[config.mk]
export PLATFORM = sky130hd
export DESIGN_NAME = mm_tile_sequencer_flat
export DESIGN_NICKNAME = d
export VERILOG_FILES = /design/src/rtl/mm_tile_sequencer_if.sv /design/src/rtl/mm_tile_sequencer.sv /design/src/flat_wrapper.sv
export SDC_FILE = /design/constraint.sdc
export NUM_CORES = 1
export LEC_CHECK = 0
export BUFFER_PORTS_ARGS = -buffer_cell sky130_fd_sc_hd__buf_2
export CORE_AREA = 3 3 417 419
export CTS_CLUSTER_SIZE = 30
export DETAILED_ROUTE_END_ITERATION = 8
export DIE_AREA = 0 0 420 422
export PLACE_DENSITY = 0.3
export SLEW_MARGIN = 20
export SYNTH_ARGS = -nofsm -noshare
export SYNTH_HDL_FRONTEND = slang
export SYNTH_SLANG_ARGS = --single-unit
export TNS_END_PERCENT = 30
[constraint.sdc]
create_clock -name clk -period 5.75 [get_ports clk]
set_input_delay 1.15 -clock clk [delete_from_list [all_inputs] [get_ports clk]]
set_output_delay 1.15 -clock clk [all_outputs]
set_load 0.03 [all_outputs]
[src/rtl/mm_tile_sequencer_if.sv]
`default_nettype none
// ============================================================================
// Module   : mm_tile_sequencer_if
// Purpose  : Result stream from the tile sequencer to the partial-sum
//            accumulator: valid/ready handshake, result vector, tile indices
//            and first/last-column flags.
// Revision : 1.0 - initial release
// ============================================================================
interface mm_tile_sequencer_if #(
    parameter int N    = 16,
    parameter int DW   = 32,
    parameter int IDXW = 8
) ();
    logic                out_valid;
    logic                out_ready;
    logic [DW*N-1:0]     out_vector;
    logic [IDXW-1:0]     out_row_idx;
    logic [IDXW-1:0]     out_col_idx;
    logic                out_first;
    logic                out_last;

    // Sequencer side: produces results, consumes ready.
    modport master (
        output out_valid, out_vector, out_row_idx, out_col_idx, out_first, out_last,
        input  out_ready
    );

    // Accumulator side: consumes results, produces ready.
    modport slave (
        input  out_valid, out_vector, out_row_idx, out_col_idx, out_first, out_last,
        output out_ready
    );
endinterface
`default_nettype wire

[src/rtl/mm_tile_sequencer.sv]
`default_nettype none
// ============================================================================
// Module   : mm_tile_sequencer
// Purpose  : Walks a ROW_TILES x COL_TILES grid of 16x16 tiles in row-major
//            order. Per tile: request the operands, fire one multiply-array
//            operation, capture the result and hand it downstream tagged with
//            its indices and first/last-column flags.
// Revision : 1.0 - initial release
// ============================================================================
module mm_tile_sequencer #(
    parameter int N       = 16,
    parameter int DW      = 32,
    parameter int IDXW    = 8,
    parameter int TIMEOUT = 1024
) (
    input  wire                 clk,
    input  wire                 rst_n,
    input  wire                 start,
    input  wire  [IDXW-1:0]     row_tiles,
    input  wire  [IDXW-1:0]     col_tiles,
    output logic                busy,
    output logic                done,
    output logic                err,
    output logic                rd_req,
    output logic [IDXW-1:0]     rd_row_idx,
    output logic [IDXW-1:0]     rd_col_idx,
    input  wire                 rd_valid,
    output logic                mm_input_valid,
    input  wire                 mm_add_valid,
    input  wire  [DW*N-1:0]     mm_vector_output,
    mm_tile_sequencer_if.master res
);

    // Wide enough to hold TIMEOUT-1 for any TIMEOUT >= 1.
    localparam int              TW         = $clog2(TIMEOUT + 1);
    localparam logic [TW-1:0]   C_TMO_LAST = TW'(TIMEOUT - 1);
    localparam logic [IDXW-1:0] C_ONE      = IDXW'(1);

    typedef enum logic [2:0] {
        S_IDLE    = 3'd0,
        S_FETCH   = 3'd1,
        S_WAIT_RD = 3'd2,
        S_ISSUE   = 3'd3,
        S_WAIT_MM = 3'd4,
        S_OUTPUT  = 3'd5,
        S_DONE    = 3'd6
    } state_t;

    state_t            r_state;
    logic [IDXW-1:0]   r_rows;
    logic [IDXW-1:0]   r_cols;
    logic [IDXW-1:0]   r_r;
    logic [IDXW-1:0]   r_c;
    logic [TW-1:0]     r_tmo;
    logic              r_busy;
    logic              r_done;
    logic              r_err;
    logic              r_rd_req;
    logic [IDXW-1:0]   r_rd_row;
    logic [IDXW-1:0]   r_rd_col;
    logic              r_iv;
    logic              r_out_valid;
    logic [DW*N-1:0]   r_out_vec;
    logic [IDXW-1:0]   r_out_row;
    logic [IDXW-1:0]   r_out_col;
    logic              r_out_first;
    logic              r_out_last;

    logic              w_last_col;
    logic              w_last_row;
    logic [IDXW-1:0]   w_next_r;
    logic [IDXW-1:0]   w_next_c;

    // Position of the current tile in the grid and the row-major successor.
    always_comb begin
        w_last_col = (r_c == (r_cols - C_ONE));
        w_last_row = (r_r == (r_rows - C_ONE));
        w_next_c   = w_last_col ? '0 : (r_c + C_ONE);
        w_next_r   = w_last_col ? (r_r + C_ONE) : r_r;
    end

    // Main sequencer: state, tile counters, timeout and all registered outputs.
    always_ff @(posedge clk or negedge rst_n) begin
        if (!rst_n) begin
            r_state     <= S_IDLE;
            r_rows      <= '0;
            r_cols      <= '0;
            r_r         <= '0;
            r_c         <= '0;
            r_tmo       <= '0;
            r_busy      <= 1'b0;
            r_done      <= 1'b0;
            r_err       <= 1'b0;
            r_rd_req    <= 1'b0;
            r_rd_row    <= '0;
            r_rd_col    <= '0;
            r_iv        <= 1'b0;
            r_out_valid <= 1'b0;
            r_out_vec   <= '0;
            r_out_row   <= '0;
            r_out_col   <= '0;
            r_out_first <= 1'b0;
            r_out_last  <= 1'b0;
        end else begin
            r_done <= 1'b0;
            case (r_state)
                S_IDLE: begin
                    if (start) begin
                        r_err  <= 1'b0;
                        r_busy <= 1'b1;
                        if ((row_tiles != '0) && (col_tiles != '0)) begin
                            r_rows   <= row_tiles;
                            r_cols   <= col_tiles;
                            r_r      <= '0;
                            r_c      <= '0;
                            r_rd_req <= 1'b1;
                            r_rd_row <= '0;
                            r_rd_col <= '0;
                            r_state  <= S_FETCH;
                        end else begin
                            // Empty job: report completion without touching the datapath.
                            r_state <= S_DONE;
                        end
                    end
                end
                S_FETCH: begin
                    r_rd_req <= 1'b0;
                    r_state  <= S_WAIT_RD;
                end
                S_WAIT_RD: begin
                    if (rd_valid) begin
                        r_iv    <= 1'b1;
                        r_state <= S_ISSUE;
                    end
                end
                S_ISSUE: begin
                    r_iv    <= 1'b0;
                    r_tmo   <= '0;
                    r_state <= S_WAIT_MM;
                end
                S_WAIT_MM: begin
                    if (mm_add_valid) begin
                        r_out_vec   <= mm_vector_output;
                        r_out_row   <= r_r;
                        r_out_col   <= r_c;
                        r_out_first <= (r_c == '0);
                        r_out_last  <= w_last_col;
                        r_out_valid <= 1'b1;
                        r_state     <= S_OUTPUT;
                    end else if (r_tmo == C_TMO_LAST) begin
                        // Datapath never answered: abandon the job with a sticky error.
                        r_err   <= 1'b1;
                        r_state <= S_DONE;
                    end else begin
                        r_tmo <= r_tmo + 1'b1;
                    end
                end
                S_OUTPUT: begin
                    if (res.out_ready) begin
                        r_out_valid <= 1'b0;
                        r_r         <= w_next_r;
                        r_c         <= w_next_c;
                        if (w_last_col && w_last_row) begin
                            r_state <= S_DONE;
                        end else begin
                            r_rd_req <= 1'b1;
                            r_rd_row <= w_next_r;
                            r_rd_col <= w_next_c;
                            r_state  <= S_FETCH;
                        end
                    end
                end
                S_DONE: begin
                    r_done  <= 1'b1;
                    r_busy  <= 1'b0;
                    r_state <= S_IDLE;
                end
                default: begin
                    r_state <= S_IDLE;
                end
            endcase
        end
    end

    assign busy            = r_busy;
    assign done            = r_done;
    assign err             = r_err;
    assign rd_req          = r_rd_req;
    assign rd_row_idx      = r_rd_row;
    assign rd_col_idx      = r_rd_col;
    assign mm_input_valid  = r_iv;
    assign res.out_valid   = r_out_valid;
    assign res.out_vector  = r_out_vec;
    assign res.out_row_idx = r_out_row;
    assign res.out_col_idx = r_out_col;
    assign res.out_first   = r_out_first;
    assign res.out_last    = r_out_last;

endmodule
`default_nettype wire
[src/flat_wrapper.sv]
// flat-port wrapper written by rule: the top's interface ports become plain ports
module mm_tile_sequencer_flat 
#(
    parameter int N       = 16,
    parameter int DW      = 32,
    parameter int IDXW    = 8,
    parameter int TIMEOUT = 1024
)
  (clk, rst_n, start, row_tiles, col_tiles, busy, done, err, rd_req, rd_row_idx, rd_col_idx, rd_valid, mm_input_valid, mm_add_valid, mm_vector_output, res_out_valid, res_out_vector, res_out_row_idx, res_out_col_idx, res_out_first, res_out_last, res_out_ready);
  mm_tile_sequencer_if #(.N(N), .DW(DW), .IDXW(IDXW)) res_i ();
  input  wire clk;
  input  wire rst_n;
  input  wire start;
  input  wire  [IDXW-1:0] row_tiles;
  input  wire  [IDXW-1:0] col_tiles;
  output logic busy;
  output logic done;
  output logic err;
  output logic rd_req;
  output logic [IDXW-1:0] rd_row_idx;
  output logic [IDXW-1:0] rd_col_idx;
  input  wire rd_valid;
  output logic mm_input_valid;
  input  wire mm_add_valid;
  input  wire  [DW*N-1:0] mm_vector_output;
  output wire logic [$bits(res_i.out_valid)-1:0] res_out_valid;
  output wire logic [$bits(res_i.out_vector)-1:0] res_out_vector;
  output wire logic [$bits(res_i.out_row_idx)-1:0] res_out_row_idx;
  output wire logic [$bits(res_i.out_col_idx)-1:0] res_out_col_idx;
  output wire logic [$bits(res_i.out_first)-1:0] res_out_first;
  output wire logic [$bits(res_i.out_last)-1:0] res_out_last;
  input wire logic [$bits(res_i.out_ready)-1:0] res_out_ready;
  assign res_out_valid = res_i.out_valid;
  assign res_out_vector = res_i.out_vector;
  assign res_out_row_idx = res_i.out_row_idx;
  assign res_out_col_idx = res_i.out_col_idx;
  assign res_out_first = res_i.out_first;
  assign res_out_last = res_i.out_last;
  assign res_i.out_ready = res_out_ready;
  mm_tile_sequencer #(.N(N), .DW(DW), .IDXW(IDXW), .TIMEOUT(TIMEOUT)) u_core (.clk(clk), .rst_n(rst_n), .start(start), .row_tiles(row_tiles), .col_tiles(col_tiles), .busy(busy), .done(done), .err(err), .rd_req(rd_req), .rd_row_idx(rd_row_idx), .rd_col_idx(rd_col_idx), .rd_valid(rd_valid), .mm_input_valid(mm_input_valid), .mm_add_valid(mm_add_valid), .mm_vector_output(mm_vector_output), .res(res_i));
endmodule
==> metrics.csv, run 1 <==
stage,metric,value,unit
synthesis,syn_inst,2627,
finish,final_core_util,20.1,%
clocking,postCtsHoldBufs,0,
pwr,combinationalPowerShare,42.8,%
setup_path,reg2reg_depth,6,
grt,grt_antenna_before_repair,44,
min_path,holdPathStages,2,
finish,instances_no_fill,6008,
clocking,cts_made_buffers,83,
setup_path,cp_slowest_cell,a211o_1,
clocking,clock_path_buffers,3,
setup_path,r2r_start,u_core.r_state[0],
grt,grt_pass1_wl,169000,µm
finish,drive_gt1_share,34.0,%
min_path,hold_start,u_core.res.out_vector[304],
sta,setup_tns,0,ps
pwr,seqPwrFrac,32.6,%
placement,place_inst,5840,
grt,grt-ovfl-total,0,
detailed_routing,route.met3.wl,9660,µm
setup_path,r2r-end,u_core.rd_col_idx[4],
die,die_w,420,µm
grt,grt_pass1_vias,22000,
pwr,leakage,19.0,nW
setup_path,crit_arrival,3580,ps
sta,final_hold_viol_count,0,
detailed_routing,drc_errors,0,
synthesis,synth-edff-count,0,
run_status,status,"finished, final reports clean",
min_path,min_to,u_core.res.out_vector[304],
detailed_routing,ant_nets,0,
finish,final_common_cell,nand2_1,
setup_path,crit_fanout,23,
sta,tightest_slew,908,ps
detailed_routing,drt_iter0_drc,1081,
pwr,p_sw,10.2,mW
setup_path,slowest_delay,720,ps
synthesis,synth_nets,3167,
detailed_routing,drt-wirelength-per-cell,19.9,µm
finish,syn_to_final_growth,46.8,%
synthesis,ys_seq_elements,598,
sta,skew,48.2,ps
placement,portBuffers,1085,
sta,setup_violations,0,
detailed_routing,vias_per_cell,3.56,
setup_path,crit_chain,or3_1 > o21ai_0 > nor2b_1 > a211o_1 > a31o_4 > mux2_4,
setup_path,rrSetupSlack,2700,ps
clocking,cts_sinks,598,
setup_path,crit_required,6280,ps
detailed_routing,vias,21400,
sta,fmaxAchievable,328,MHz
placement,dpl.hpwl,91600,µm
sta,period_minus_slack,3050,ps
finish,final_nets,4232,
detailed_routing,top_layer,met5,
die,rows,152,
finish,final_cell_mix,"1634 x nand2_1, 1084 x buf_2, 598 x dfrtp_1, 84 x clkbuf_16, 30 x o21ai_0",
clocking,cts_setup_buffers,0,
die,core,171000,µm²
clocking,cts.reportedPaths.clkPinSlew,60,ps
detailed_routing,drt_wl_total,120000,µm
clocking,root_buffer,clkbuf_16,
placement,place.gp.congestion,0.838,
finish,fill_cells,19300,
pwr,clockPowerShare,24.6,%
min_path,min_path_type,reg2reg,
clocking,htreeDepth,3,
sta,fin_hold_ws,464,ps
pwr,switching_share,46.5,%
die,die-area,177000,µm²
pwr,power.density,639,nW/µm²
setup_path,critPathKind,reg2reg,
die,start_util,13.7,%
sta,drv_slew,0,
sta,maxSlewHeadroom,39.5,%
pwr,peakVddDrop,0.206,mV
detailed_routing,dr_wl_met2,59700,µm
synthesis,ys.flop_type,dfrtp_1,
sta,rsz0062_at_grt,no,
synthesis,syn_area,23400,µm²
grt,grt_usage,13.2,%
setup_path,end_kind,flop,
die,io_pins,1086,
job,drv_cap,0,
synthesis,avgSynthCellArea,8.92,µm²
sta,finalCritPeriodShare,53.0,%
clocking,cts_tree,yes,
synthesis,seq_area_frac_synth,63.9,%
detailed_routing,wl_met1,46900,µm
synthesis,synth_warnings,0,
detailed_routing,dr.pass1.iters,5,
synthesis,async_flop_share,100,%
grt,grt_max_degree,142,
clocking,clk_latency,680,ps
pwr,intPower,11.8,mW
synthesis,synth_cell_types,61,
setup_path,critPathLaunchType,flop,
clocking,cts_resized,0,
die,fp.dieH,422,µm
[routing by layer]
layer,vias to the layer above,GRT usage (%)
met5,-,0
met2,703,22.5
met3,184,5.01
met1,10200,14.9
li1,10300,-
met4,12,4.35
[cell usage after synthesis, drive strengths merged, types with 3 or more instances]
library cell,count,area share (%)
o21ai,32,0.70
clkbuf,117,1.9
ha,6,0.32
nor3,9,0.19
nand3,11,0.23
dfrtp,598,64
mux2,18,0.88
o31ai,12,0.38
nand2,1634,26
and2,3,0.080
nor2b,3,0.080
nand4,9,0.24
nand2b,5,0.13
xnor2,21,0.79
buf,20,0.40
nor4b,3,0.14
inv,9,0.14
a21oi,10,0.21
nor2,27,0.43
xor2,17,0.64
nor4,6,0.16
a21o,4,0.13
and3,10,0.27
a31oi,7,0.19
[critical path: cells and delay by family (launching register included)]
| kind | cells | cell delay, ps |
|---|---|---|
| AO/OA/AOI/OAI | 3 | 1150 |
| multiplexers | 1 | 330 |
| AND/OR/NAND/NOR | 2 | 870 |
| flip-flops | 1 | 540 |
[cell type report]
type                    count  area [µm²]  area share [%]
clock buffers             124        2460            7.16
clock inverters            30         395            1.15
well taps                2233        2790            8.12
multi-input cells        1882        7910            23.0
inverters                  10        37.5           0.109
repair buffers           1117        5790            16.8
diodes                     14        35.0           0.102
flip-flops and latches    598       15000            43.5
[power by group through the flow]
stage | sequential, mW | clock [mW] | combinational [mW]
final | 7.16 | 5.40 | 9.41
after global routing | 7.42 | 5.80 | 10.2
after CTS | 7.18 | 5.65 | 9.62
after detailed placement | 7.20 | 0 | 9.61
after global placement | 7.20 | 0 | 9.62
after floorplan | 10.7 | 0 | 2.33
[flip-flops by register name, summed over array words and instances, names as in the netlist, 8 cells and up]
signal / cells
u_core.r_r: 8
u_core.rd_row_idx: 8
u_core.r_c: 8
u_core.r_rows: 8
u_core.r_cols: 8
u_core.rd_col_idx: 8
u_core.res.out_row_idx: 8
u_core.res.out_vector: 512
u_core.res.out_col_idx: 8
u_core.r_tmo: 11
[worst max path at each step]
stage / startpoint / end / slack, ps / cells past startpoint
after floorplan: row_tiles[1] / u_core.r_cols[0] / 3050 / 6
after global placement: start / u_core.rd_col_idx[4] / 2100 / 7
after detailed placement: start / u_core.rd_col_idx[4] / 2080 / 7
after CTS: u_core.r_state[0] / u_core.rd_col_idx[4] / 2640 / 6
after global routing: u_core.r_state[0] / u_core.rd_col_idx[4] / 2500 / 6
final: u_core.r_state[0] / u_core.rd_col_idx[4] / 2700 / 6
[through the flow]
stage	worst slack, ps	total power [mW]	instance area, µm²
floorplan	3050	13.0	23400
global route	2500	23.4	34400
global placement	2100	16.8	31500
detailed placement	2080	16.8	31500
CTS	2640	22.4	34400
finish	2700	22.0	34400
[kinds of logic after synthesis]
kind of cell               Yosys count  synth area share (%)
AOI/OAI and AO/OA                   87                  2.48
xor gates and xnor gates            38                  1.42
adders and majority gates            6                 0.320
buffers and inverters              147                  2.44
DFF                                598                  63.9
muxes                               19                 0.924
and+or+nand+nor                   1732                  28.5
Power figures use the tool's default switching activity.
==> inputs of run 2 (changes only) <==
--- a/config.mk
+++ b/config.mk
@@ -6,10 +6,10 @@
 export NUM_CORES = 1
 export LEC_CHECK = 0
 export BUFFER_PORTS_ARGS = -buffer_cell sky130_fd_sc_hd__buf_2
-export CORE_AREA = 3 3 417 419
+export CORE_AREA = 3 3 419 421
 export CTS_CLUSTER_SIZE = 30
 export DETAILED_ROUTE_END_ITERATION = 8
-export DIE_AREA = 0 0 420 422
+export DIE_AREA = 0 0 422 424
 export PLACE_DENSITY = 0.3
 export SLEW_MARGIN = 20
 export SYNTH_ARGS = -nofsm -noshare
==> constraint.sdc (replaced) <==
create_clock -name clk -period 2.73 [get_ports clk]
set_input_delay 0.546 -clock clk [delete_from_list [all_inputs] [get_ports clk]]
set_output_delay 0.546 -clock clk [all_outputs]
set_load 0.03 [all_outputs]
==> metrics.csv, run 2 (synthesis gave the netlist of run 1 again) <==
stage,metric,value,unit
grt,grt-ovfl-total,0,
sta,drv_slew,0,
setup_path,crit_required,3290,ps
min_path,min_to,u_core.res.out_vector[128],
sta,setup_tns,0,ps
placement,portBuffers,1085,
sta,period_minus_slack,2450,ps
sta,setup_violations,0,
setup_path,r2r-end,u_core.rd_col_idx[4],
finish,final_nets,4714,
grt,grt_usage,13.5,%
placement,dpl.hpwl,95500,µm
clocking,cts_setup_buffers,0,
detailed_routing,drt-wirelength-per-cell,18.9,µm
setup_path,crit_arrival,3020,ps
die,start_util,13.6,%
finish,largest_reg_flops,512,
detailed_routing,route.met3.wl,8320,µm
detailed_routing,vias,23300,
die,die_w,422,µm
detailed_routing,vias_per_cell,3.56,
finish,drive_gt1_share,31.4,%
detailed_routing,dr_wl_met2,61500,µm
min_path,min_path_type,in2reg,
clocking,clk_latency,710,ps
grt,grt_antenna_before_repair,32,
grt,grt_pass1_vias,25000,
detailed_routing,wl_met1,50700,µm
detailed_routing,ant_nets,0,
job,drv_cap,0,
detailed_routing,drt_iter0_drc,1149,
sta,fmaxAchievable,408,MHz
setup_path,r2r_start,u_core.r_cols[1],
setup_path,end_kind,flop,
clocking,root_buffer,clkbuf_16,
grt,grt_max_degree,123,
pwr,power,46.7,mW
run_status,status,"finished, final reports clean",
finish,final_cell_mix,"1634 x nand2_1, 1084 x buf_2, 598 x dfrtp_1, 424 x dlygate4sd3_1, 85 x clkbuf_16",
sta,skew,22.4,ps
setup_path,crit_fanout,10,
setup_path,critPathKind,reg2reg,
detailed_routing,top_layer,met5,
setup_path,cp_slowest_cell,dfrtp_1,
sta,rsz0062_at_grt,no,
die,fp.dieH,424,µm
sta,final_hold_viol_count,0,
detailed_routing,dr.pass1.iters,5,
sta,maxSlewHeadroom,48.3,%
clocking,cts_made_buffers,82,
die,die-area,179000,µm²
sta,tightest_slew,775,ps
die,io_pins,1086,
setup_path,critPathLaunchType,flop,
min_path,hold_start,mm_vector_output[128],
clocking,cts_sinks,598,
pwr,peakVddDrop,0.455,mV
detailed_routing,drt_wl_total,124000,µm
grt,grt_pass1_wl,179000,µm
die,rows,152,
clocking,htreeDepth,3,
placement,place.gp.congestion,0.872,
detailed_routing,drc_errors,0,
pwr,power.density,1190,nW/µm²
setup_path,crit_buf_inv,1,
clocking,cts_tree,yes,
die,core,172000,µm²
finish,final_common_cell,nand2_1,
setup_path,reg2reg_depth,8,
clocking,clock_path_buffers,3,
setup_path,crit_chain,inv_1 > ha_1 > xnor2_1 > a211o_1 > nor4b_2 > o211a_4 > a31o_4 > mux2_4,
pwr,leakage,21.0,nW
min_path,holdPathStages,3,
sta,finalCritPeriodShare,89.9,%
setup_path,cp_top_family,compound AO/OA/AOI/OAI gates,
clocking,cts.reportedPaths.clkPinSlew,60,ps
finish,syn_to_final_growth,67.3,%
setup_path,slowest_delay,390,ps
setup_path,rrSetupSlack,280,ps
[run 2: what timing repair did]
action                                  in CTS  in global routing
hold buffers                               424                  0
resized for setup                            0                  2
endpoints found under the setup margin       0                 25
hold endpoints to repair                   440                  0
[run 2: through the flow]
step                      setup WS [ps]  std cells  util (%)  area (µm²)  hold WS [ps]
after floorplan                     415       2627         -       23400           250
after global placement             81.4       5976      18.8       32200           453
after detailed placement           96.3       5976      18.8       32200           455
after CTS                          65.2       6549      22.8       39200         0.675
after global routing                119       6555      22.8       39200          26.2
final                               276       6555      22.8       39200          83.9
[run 2: per-layer routing]
metal / up-vias / global-route usage [%]
met1: 11200 / 16.2
met5: - / 0
met2: 739 / 23.3
li1: 11200 / -
met3: 205 / 4.12
met4: 2 / 4.00
[run 2: power by group]
group          internal, mW  total, mW  switching, mW
Sequential             12.8       15.1           2.28
Combinational          5.82       20.7           14.9
Clock                  6.47       10.9           4.45
Total                  25.1       46.7           21.6
[run 2: worst register-to-register path, cell delays in order (launching register included)]
cell	delay [ps]
dfrtp_1	390
inv_1	60
ha_1	280
xnor2_1	130
a211o_1	240
nor4b_2	330
o211a_4	330
a31o_4	260
mux2_4	310
[run 2: final cells by class]
cell class	count	area, µm²
Timing Repair Buffer	1600	10700
Multi-Input combinational cell	1882	7920
Clock buffer	126	2450
Clock inverter	23	244
Sequential cell	598	15000
Tap cell	2310	2890
Antenna cell	6	15.0
Inverter	10	37.5
Fill cell	19200	133000
[run 2: how the worst max path moves through the flow]
stage | start | to | cells after the start
after floorplan | u_core.r_rows[0] | u_core.rd_col_idx[4] | 7
after global placement | u_core.r_cols[1] | u_core.rd_col_idx[4] | 8
after detailed placement | u_core.r_cols[1] | u_core.rd_col_idx[4] | 8
after CTS | u_core.r_cols[1] | u_core.rd_col_idx[4] | 8
after global routing | u_core.r_cols[1] | u_core.rd_col_idx[7] | 10
final | u_core.r_cols[1] | u_core.rd_col_idx[4] | 8
